File: src/rtl/core_csr_pkg.sv
// Shared constants, sequencer states and mstatus update helpers for the
// CSR trap/MRET sequencer.
package core_csr_pkg;

  localparam logic [11:0] CSR_MSTATUS  = 12'h300;
  localparam logic [11:0] CSR_MTVEC    = 12'h305;
  localparam logic [11:0] CSR_MEPC     = 12'h341;
  localparam logic [11:0] CSR_MCAUSE   = 12'h342;
  localparam logic [11:0] CSR_MBADADDR = 12'h343;

  localparam int MST_MIE    = 3;
  localparam int MST_MPIE   = 7;
  localparam int MST_MPP_LO = 11;
  localparam int MST_MPP_HI = 12;

  typedef enum logic [3:0] {
    ST_IDLE        = 4'd0,
    ST_T_RD_MST    = 4'd1,
    ST_T_WR_MEPC   = 4'd2,
    ST_T_WR_MCAUSE = 4'd3,
    ST_T_WR_MTVAL  = 4'd4,
    ST_T_WR_MST    = 4'd5,
    ST_T_RD_TVEC   = 4'd6,
    ST_M_RD_MST    = 4'd7,
    ST_M_WR_MST    = 4'd8,
    ST_M_RD_MEPC   = 4'd9,
    ST_REDIRECT    = 4'd10
  } seq_state_e;

  // Read-modify-write keeps every mstatus field the sequencer does not own.
  function automatic logic [31:0] trap_mstatus(input logic [31:0] old_val,
                                               input logic        mie,
                                               input logic [1:0]  mpp);
    logic [31:0] v;
    v                        = old_val;
    v[MST_MPP_HI:MST_MPP_LO] = mpp;
    v[MST_MPIE]              = mie;
    v[MST_MIE]               = 1'b0;
    return v;
  endfunction

  function automatic logic [31:0] mret_mstatus(input logic [31:0] old_val,
                                               input logic        mpie);
    logic [31:0] v;
    v                        = old_val;
    v[MST_MPP_HI:MST_MPP_LO] = 2'b00;
    v[MST_MPIE]              = 1'b1;
    v[MST_MIE]               = mpie;
    return v;
  endfunction

endpackage

File: src/rtl/core_tvec_target.sv
// Trap target from mtvec and mcause: direct base, or base + 4*cause for
// vectored interrupts when enabled.
module core_tvec_target #(
  parameter bit TVEC_VECTORED_EN = 1'b1
) (
  input  logic [31:0] mtvec,
  input  logic [31:0] cause,
  output logic [31:0] target
);

  logic [31:0] base_s;

  // Modes 2'b10/2'b11 fall through to direct; the add wraps at 32 bits.
  always_comb begin
    base_s = {mtvec[31:2], 2'b00};
    if (TVEC_VECTORED_EN && (mtvec[1:0] == 2'b01) && cause[31]) begin
      target = base_s + {25'd0, cause[4:0], 2'b00};
    end else begin
      target = base_s;
    end
  end

endmodule

File: src/rtl/core_csr_trap_ctrl.sv
// Arbiter/sequencer for the CSR file's single port: instruction accesses
// pass through in IDLE, trap entry and MRET run as multi-cycle sequences.
module core_csr_trap_ctrl
  import core_csr_pkg::*;
#(
  parameter bit         TVEC_VECTORED_EN = 1'b1,
  parameter logic [1:0] TRAP_MPP         = 2'b11
) (
  input  logic        CLK,
  input  logic        RST,
  input  logic        INST_CSR_REQ,
  input  logic [11:0] INST_CSR_ADDR,
  input  logic        INST_CSR_WE,
  input  logic [31:0] INST_CSR_WDATA,
  output logic        INST_CSR_ACK,
  output logic [31:0] INST_CSR_RDATA,
  input  logic        TRAP_REQ,
  input  logic [31:0] TRAP_CAUSE,
  input  logic [31:0] TRAP_PC,
  input  logic [31:0] TRAP_TVAL,
  input  logic        MRET_REQ,
  output logic        TRAP_ACK,
  output logic        REDIRECT_VALID,
  output logic [31:0] REDIRECT_PC,
  output logic        BUSY,
  output logic [11:0] CSR_ADDR,
  output logic [31:0] CSR_WDATA,
  output logic        CSR_WE,
  input  logic [31:0] CSR_RDATA
);

  seq_state_e  state_r, next_state_s;
  logic [31:0] cause_r, pc_r, tval_r, redirect_pc_r, tvec_target_s;
  logic        cap_bit_r, redirect_valid_r;
  logic        idle_s, trap_grant_s, mret_grant_s, inst_grant_s;

  // Grants are masked during reset so every output reads zero at once.
  assign idle_s       = (state_r == ST_IDLE) && !RST;
  assign trap_grant_s = idle_s && TRAP_REQ;
  assign mret_grant_s = idle_s && !TRAP_REQ && MRET_REQ;
  assign inst_grant_s = idle_s && !TRAP_REQ && !MRET_REQ && INST_CSR_REQ;

  assign TRAP_ACK       = trap_grant_s || mret_grant_s;
  assign INST_CSR_ACK   = inst_grant_s;
  assign INST_CSR_RDATA = inst_grant_s ? CSR_RDATA : 32'h0;
  assign BUSY           = (state_r != ST_IDLE);
  assign REDIRECT_VALID = redirect_valid_r;
  assign REDIRECT_PC    = redirect_pc_r;

  core_tvec_target #(
    .TVEC_VECTORED_EN(TVEC_VECTORED_EN)
  ) u_tvec (
    .mtvec (CSR_RDATA),
    .cause (cause_r),
    .target(tvec_target_s)
  );

  // Next state, CSR address and write strobe; never reads CSR_RDATA.
  always_comb begin
    next_state_s = state_r;
    CSR_ADDR     = 12'h000;
    CSR_WE       = 1'b0;
    case (state_r)
      ST_IDLE: begin
        if (trap_grant_s) begin
          next_state_s = ST_T_RD_MST;
        end else if (mret_grant_s) begin
          next_state_s = ST_M_RD_MST;
        end else if (inst_grant_s) begin
          CSR_ADDR = INST_CSR_ADDR;
          CSR_WE   = INST_CSR_WE;
        end else begin
          next_state_s = ST_IDLE;
        end
      end
      ST_T_RD_MST:    begin CSR_ADDR = CSR_MSTATUS;  next_state_s = ST_T_WR_MEPC;   end
      ST_T_WR_MEPC:   begin CSR_ADDR = CSR_MEPC;     CSR_WE = 1'b1; next_state_s = ST_T_WR_MCAUSE; end
      ST_T_WR_MCAUSE: begin CSR_ADDR = CSR_MCAUSE;   CSR_WE = 1'b1; next_state_s = ST_T_WR_MTVAL;  end
      ST_T_WR_MTVAL:  begin CSR_ADDR = CSR_MBADADDR; CSR_WE = 1'b1; next_state_s = ST_T_WR_MST;    end
      ST_T_WR_MST:    begin CSR_ADDR = CSR_MSTATUS;  CSR_WE = 1'b1; next_state_s = ST_T_RD_TVEC;   end
      ST_T_RD_TVEC:   begin CSR_ADDR = CSR_MTVEC;    next_state_s = ST_REDIRECT;    end
      ST_M_RD_MST:    begin CSR_ADDR = CSR_MSTATUS;  next_state_s = ST_M_WR_MST;    end
      ST_M_WR_MST:    begin CSR_ADDR = CSR_MSTATUS;  CSR_WE = 1'b1; next_state_s = ST_M_RD_MEPC; end
      ST_M_RD_MEPC:   begin CSR_ADDR = CSR_MEPC;     next_state_s = ST_REDIRECT;    end
      ST_REDIRECT:    begin next_state_s = ST_IDLE; end
      default:        begin next_state_s = ST_IDLE; end
    endcase
  end

  // Write data kept apart from the address path so RDATA feeds only data.
  always_comb begin
    CSR_WDATA = 32'h0;
    case (state_r)
      ST_IDLE:        CSR_WDATA = inst_grant_s ? INST_CSR_WDATA : 32'h0;
      ST_T_WR_MEPC:   CSR_WDATA = pc_r;
      ST_T_WR_MCAUSE: CSR_WDATA = cause_r;
      ST_T_WR_MTVAL:  CSR_WDATA = tval_r;
      ST_T_WR_MST:    CSR_WDATA = trap_mstatus(CSR_RDATA, cap_bit_r, TRAP_MPP);
      ST_M_WR_MST:    CSR_WDATA = mret_mstatus(CSR_RDATA, cap_bit_r);
      default:        CSR_WDATA = 32'h0;
    endcase
  end

  // Sequencer state, trap latches and the registered redirect.
  always_ff @(posedge CLK or posedge RST) begin
    if (RST) begin
      state_r          <= ST_IDLE;
      cause_r          <= 32'h0;
      pc_r             <= 32'h0;
      tval_r           <= 32'h0;
      cap_bit_r        <= 1'b0;
      redirect_valid_r <= 1'b0;
      redirect_pc_r    <= 32'h0;
    end else begin
      state_r          <= next_state_s;
      redirect_valid_r <= (next_state_s == ST_REDIRECT);
      if (trap_grant_s) begin
        cause_r <= TRAP_CAUSE;
        pc_r    <= {TRAP_PC[31:2], 2'b00};
        tval_r  <= TRAP_TVAL;
      end
      case (state_r)
        ST_T_RD_MST:  cap_bit_r     <= CSR_RDATA[MST_MIE];
        ST_M_RD_MST:  cap_bit_r     <= CSR_RDATA[MST_MPIE];
        ST_T_RD_TVEC: redirect_pc_r <= tvec_target_s;
        ST_M_RD_MEPC: redirect_pc_r <= {CSR_RDATA[31:2], 2'b00};
        default:      cap_bit_r     <= cap_bit_r;
      endcase
    end
  end

endmodule

File: config.mk
export PLATFORM = sky130hd
export DESIGN_NAME = core_csr_trap_ctrl
export DESIGN_NICKNAME = d
export VERILOG_FILES = /design/src/rtl/core_csr_pkg.sv /design/src/rtl/core_tvec_target.sv /design/src/rtl/core_csr_trap_ctrl.sv
export SDC_FILE = /design/constraint.sdc
export NUM_CORES = 1
export LEC_CHECK = 0
export ABC_AREA = 0
export BUFFER_PORTS_ARGS = -buffer_cell sky130_fd_sc_hd__buf_4
export CAP_MARGIN = 20
export CORE_MARGIN = 5
export CORE_UTILIZATION = 40
export CTS_CLUSTER_SIZE = 8
export DETAILED_ROUTE_END_ITERATION = 16
export PLACE_DENSITY = 0.71
export SYNTH_ARGS = -nofsm -noshare
export SYNTH_HDL_FRONTEND = slang
export SYNTH_SLANG_ARGS = --single-unit
File: constraint.sdc
create_clock -name CLK -period 4.6 [get_ports CLK]
set_clock_uncertainty 0.1 [all_clocks]
set_input_delay 0.46 -clock CLK [delete_from_list [all_inputs] [get_ports CLK]]
set_output_delay 0.46 -clock CLK [all_outputs]
set_load 0.005 [all_outputs]
; ---- Word level (Yosys, flattened, before mapping)
; Index checks and enable logic that the tools add are counted.
[word_totals]
ff_bits = 132
inputBits = 178
elab_cells = 56
[classes]
addsub = 1
eq_ne = 11
mux = 18
reduce_logical = 19
[ops]
columns = op, count
row1 = 32-bit one-hot mux with 6 select lines, 1
row2 = 32-bit two-way mux, 3
row3 = 12-bit one-hot mux with 6 select lines, 1
row4 = 32-bit one-hot mux with 2 select lines, 1
row5 = 12-bit two-way mux, 3
row6 = 4-bit one-hot mux with 9 select lines, 1
row7 = 32-bit by 7-bit adder with 32-bit output, 1
row8 = "4-bit by 3-bit == test with 1-bit output, second input constant", 4
row9 = "4-bit == test, second input constant", 3
row10 = 4-bit two-way mux, 3
row11 = "4-bit by 2-bit == test with 1-bit output, second input constant", 2
row12 = 1-bit logical AND, 7
row13 = 5-bit OR reduction, 1
row14 = "4-bit by 1-bit == test with 1-bit output, second input constant", 1
row15 = 4-bit logical NOT, 1
row16 = 1-bit one-hot mux with 2 select lines, 2
row17 = 2-bit nonzero test, 2
row18 = 4-bit nonzero test, 1
row19 = 2-bit OR reduction, 2
row20 = 4-bit OR reduction, 1
row21 = 1-bit logical NOT, 3
row22 = 1-bit two-way mux, 3
row23 = "2-bit by 1-bit == test with 1-bit output, second input constant", 1
row24 = 1-bit logical OR, 1

; ---- Depth between registers and ports, before layout
[depth]
ltp_word = 10
ltp_mapped = 9
mapped_depth_nobuf = 7

; ---- Modules after synthesis
; Synthesis repeated with hierarchy kept, for this count alone.
[unflattened]
cells_unflattened = 746
area_unflattened_um2 = 8057.7
[by_module_without_submodules]
columns = module, n_inst, cells_per_inst, area_per_inst_um2, seq_area_each_um2
row1 = core_csr_trap_ctrl, 1, 642, 7302.0, 3303.2
row2 = core_tvec_target, 1, 104, 755.7, 0.0

; ---- Worst setup path before layout
; OpenSTA, ideal clock, no wires.
[synth_timing]
path_type = input -> output
startpoint = in RST
endpoint = out TRAP_ACK
t_arrival_ns = 4.371
required_ns = 4.040
slack_ns = -0.331
stages = 5
path_buffers = 2
cell_sequence = inv_1 nand4_1 buf_2 buf_2 nand2_1
[synth_between]
elab_chain_cells = 5
word_cells_on_any_way = 6
classes_between = reduce/logical: 6
[synth_lines]
columns = item, line
row1 = "start, declared", core_csr_trap_ctrl.sv:10  ; input logic RST,
row2 = 1-bit logical NOT (no line) *, --
row3 = 1-bit logical AND *, core_csr_trap_ctrl.sv:38  ; assign idle_s = (state_r == ST_IDLE) && !RST;
row4 = 1-bit logical AND (2 in a row), core_csr_trap_ctrl.sv:40  ; assign mret_grant_s = idle_s && !TRAP_REQ && MRET_REQ;
row5 = 1-bit logical OR *, core_csr_trap_ctrl.sv:43  ; assign TRAP_ACK = trap_grant_s || mret_grant_s;
row6 = "end, declared", core_csr_trap_ctrl.sv:22  ; output logic TRAP_ACK,
; Mark *: on every way between the ends. The rest lies on a longest branch, timed or not.

; ---- Worst setup path after layout
[layout_timing]
startpoint = reg state_r[3]
endpoint = out CSR_ADDR[0]
[layout_between]
elab_chain_cells = 9
word_cells_on_any_way = 22
classes_between = eq/ne: 9 / mux: 4 / reduce/logical: 9
[layout_lines]
columns = item, line
row1 = "start, declared", core_csr_trap_ctrl.sv:32  ; seq_state_e state_r, next_state_s;
row2 = "start signal, assigned", core_csr_trap_ctrl.sv:115  ; state_r <= next_state_s;
row3 = 4-bit logical NOT, "core_csr_trap_ctrl.sv:38, core_csr_trap_ctrl.sv:63"
row4 = 1-bit logical AND, core_csr_trap_ctrl.sv:38
row5 = 1-bit logical AND, "core_csr_trap_ctrl.sv:40, core_csr_trap_ctrl.sv:41"
row6 = 1-bit logical AND (2 in a row), core_csr_trap_ctrl.sv:41  ; assign inst_grant_s = idle_s && !TRAP_REQ && !MRET_REQ && INST_CSR_REQ;
row7 = 12-bit two-way mux, core_csr_trap_ctrl.sv:69  ; end else if (inst_grant_s) begin
row8 = 12-bit two-way mux, core_csr_trap_ctrl.sv:67  ; end else if (mret_grant_s) begin
row9 = 12-bit two-way mux, core_csr_trap_ctrl.sv:65  ; if (trap_grant_s) begin
row10 = 12-bit one-hot mux with 6 select lines *, core_csr_trap_ctrl.sv:63  ; case (state_r)
row11 = "end, declared", core_csr_trap_ctrl.sv:26  ; output logic [11:0] CSR_ADDR,
; Marks and branches as above.

==> impl_results.md <==
* Final min period at between 3 and 4 ns
* 1st-iter DRT viols at roughly 350
* # H-tree levels at 4
* Gr ovfl total at 0
* Row cnt at 48
* Syn_area_per_cell at around 10 sq um
* Synth area leaders: dfrtp_1, mux2_2, nand2_1
* EDFF count, synth at 0
* Sw Pwr at 0.001969 W
* Antenna-violating nets left at 0
* Largest net degree at the start of global routing at 77
* Levels on crit path at 6
* Worst-Margin Slew at roughly 1 ns
* Primary FF master, synth: dfrtp_1
* Placed cell count at 1139
* Clock transition at path regs at approximately 0.060 ns
* Crit-path cells: nand2b_1, nor3b_1, nor2_4, inv_1, a2111o_1, buf_4
* Global-route wire length before repair at about 34000 um
* Per-cell routed wire length at 19.20 um
* Highest Clock Rate at approximately 250 MHz
* WS Path Type: register to output pin
* R2R Path Start: state_r[1]
* Die width at 141.8 um
* WP buf/inv at 2
* # IOs at 291
* CTS Root Buffer Type: clkbuf_16
* Sequential-to-total area share from yosys stat at 46.80%
* Fin cells at around 1200
* Initial core utilization at 40.46%
* Required time worst endpoint at between 4 and 5 ns
* Hold Buf Count CTS at 0
* Drt first pass iters at 8
* Vias in the first global route at roughly 6300
* RD Place Congestion at 0.8499
* CTS resizes at 0
* Start point of the critical path: state_r[3]
* Final instance area at roughly 10000 sq um
* Synthesis-to-layout area growth at 42.27%
* Max_slew headroom at about a third
* Routed wire length at between 20000 and 25000 um
* Synth Instances at about 660
* Fin worst setup slack at ~0.66 ns
* Total Routing Usage GR at approximately 22%
* Clock buffer depth at 2
* Input/output buffers at 286
* Critical Path Start Type: register
* R2R depth at 5
* Die Ht at between 100 and 150 um
* Die area at slightly above 20000 sq um
* Setup_tns at 0 ns
* Internal Power at approximately 0.004 W
* Ys async rst share at between 90% and 100%
* Final Hold Viols at 0
* Final Max Slew Viols at 0
* Top post-synthesis cells by count: dfrtp_1, nand2_1, mux2_2
* Unrepaired setup endpoints after global routing: no
* Slowest cell delay on critical path at around 0.75 ns
* Crit path max fanout at ~50
* Internal reg-to-reg setup slack at roughly 1.6 ns
* Setup Buffers After CTS at 0
* N_diodes at 0
* Slowest stage cell, crit path: nor2_4
* Post-Place Worst Slack at approximately 1.1 ns
* Yosys reg bits at 130
* Clk_lat worst skew at roughly 0.41 ns
* Worst path arrival time at approximately 3.4 ns
* Top cell type by total area after synthesis: dfrtp_1
* HP Class: input pin to async pin
* Clk pwr share at 24.5%
* Hpwl dp at approximately 17000 um
* Status: completed
* Core Util, Final at roughly 58%
* Post-route DRC at 0
* Largest delay share family, worst path: simple AND/OR/NAND/NOR gates
* Share of cells above drive strength 1 at around 47%
* Via count at about 6200
* Pwr/cell area at between 500 and 600 nW/um^2
* Switching share of power at about 33%
* End point of the critical path: CSR_ADDR[0]
* Leakage at ~4.7 nW
* Final setup viols at 0
* Yosys warns at 0
* Core Area at around 17000 sq um
* Critical Path End Type: output pin
* Worst VDD drop at approximately 360 uV
* Comb power frac at approximately two fifths
* Final nets at between 1000 and 1500
* Initial antenna violation count at 1
* Flop pwr share at between 30% and 40%
* Post-placement cell area at 9250 sq um
* Count leader, synth: dfrtp_1
* CTS tree: built
* Maxcap violations at 0
* FF-to-FF End: REDIRECT_PC[13]
* Yosys top cell area share at 46.80%
* Drt via density at between 5 and 6
* Fin crit share at 85.58%
* Netlist Area Pre-Place at 6950 sq um
* TritonCTS Sinks at 130
* Total CTS buffers at 17
* Synth unique cells at approximately 60
## how the worst min path moves through the flow
stage / end / startpoint / slack [ns] / cells after the start
6_report: tval_r[31] / RST / 0.05 / 2
3_5_place_dp: REDIRECT_PC[29] / REDIRECT_PC[29] / 0.37 / 2
3_3_place_gp: REDIRECT_PC[8] / REDIRECT_PC[8] / 0.36 / 2
2_1_floorplan: REDIRECT_PC[11] / REDIRECT_PC[11] / 0.37 / 2
4_1_cts: pc_r[31] / RST / 0.04 / 2
5_1_grt: state_r[1] / RST / 0.08 / 2
## worst register-to-register path, cell delays in order (launching register included)
cell	delay, ns
dfrtp_1	0.78
nor4bb_4	0.18
nor2_1	0.72
o21ai_1	0.38
or4_1	0.58
a31oi_1	0.17
## per-stage QoR
stage          hold slack [ns]  total power, W
3_3_place_gp            0.3622        0.004452
2_1_floorplan           0.3730        0.003343
4_1_cts                0.04164        0.005986
3_5_place_dp            0.3712        0.004513
5_1_grt                0.07951        0.006334
6_report               0.04940        0.005930
## flip-flops by register name, summed over array words and instances, names as in the netlist
register and count:
REDIRECT_PC 30, REDIRECT_VALID 1, cap_bit_r 1, cause_r 32
pc_r 30, state_r 4, tval_r 32
## placed cells by master (no fill, tap or decap), types with 6 or more instances in the layout
master     count
o211ai_1       7
o21ai_0       31
xor2_1        21
a222oi_1      28
mux2_2        95
dfrtp_1      130
nand3_1       40
nand2_1      104
a21oi_1       13
and2_1        39
mux2i_1        6
nor2_1        17
buf_4        298
clkbuf_16     17
nand4_1        8
## area by class of cell
class | instances | area [sq um]
repair buffers | 299 | 2257
inverters | 5 | 22.52
flip-flops and latches | 130 | 3253
fillers | 1562 | 7288
clock buffers | 20 | 456.7
well taps | 225 | 281.5
clock inverters | 12 | 181.4
multi-input cells | 480 | 3436
## cells by family (layout without fill, tap and decap cells)
family / after synthesis / in the layout / synth area share (%)
muxes: 101 / 101 / 16.26
other: 1 / 2 / 0.05395
adders and majority gates: 6 / 6 / 1.188
DFF: 130 / 130 / 46.80
buffers and inverters: 54 / 336 / 4.177
xor gates and xnor gates: 24 / 24 / 3.024
and+or+nand+nor: 241 / 241 / 17.43
AOI/OAI and AO/OA: 106 / 106 / 11.07
## routing by layer
layer | vias to the layer above | share of wire (%) | global-route usage, %
met2 | 241 | 47 | 34.75
li1 | 2927 | - | -
met3 | 37 | 8.8 | 6.775
met4 | 2 | 2.4 | 8.131
met5 | - | 0.049 | 0
met1 | 2952 | 42 | 29.02
## power groups by stage
stage	sequential [W]	clock [W]	combinational, W
2_1_floorplan	0.00197	0	0.00137
3_3_place_gp	0.00208	0	0.00237
3_5_place_dp	0.00211	0	0.00240
4_1_cts	0.00209	0.00148	0.00241
5_1_grt	0.00217	0.00153	0.00263
6_report	0.00210	0.00145	0.00238
No activity file was read; power rests on OpenSTA's default activity.
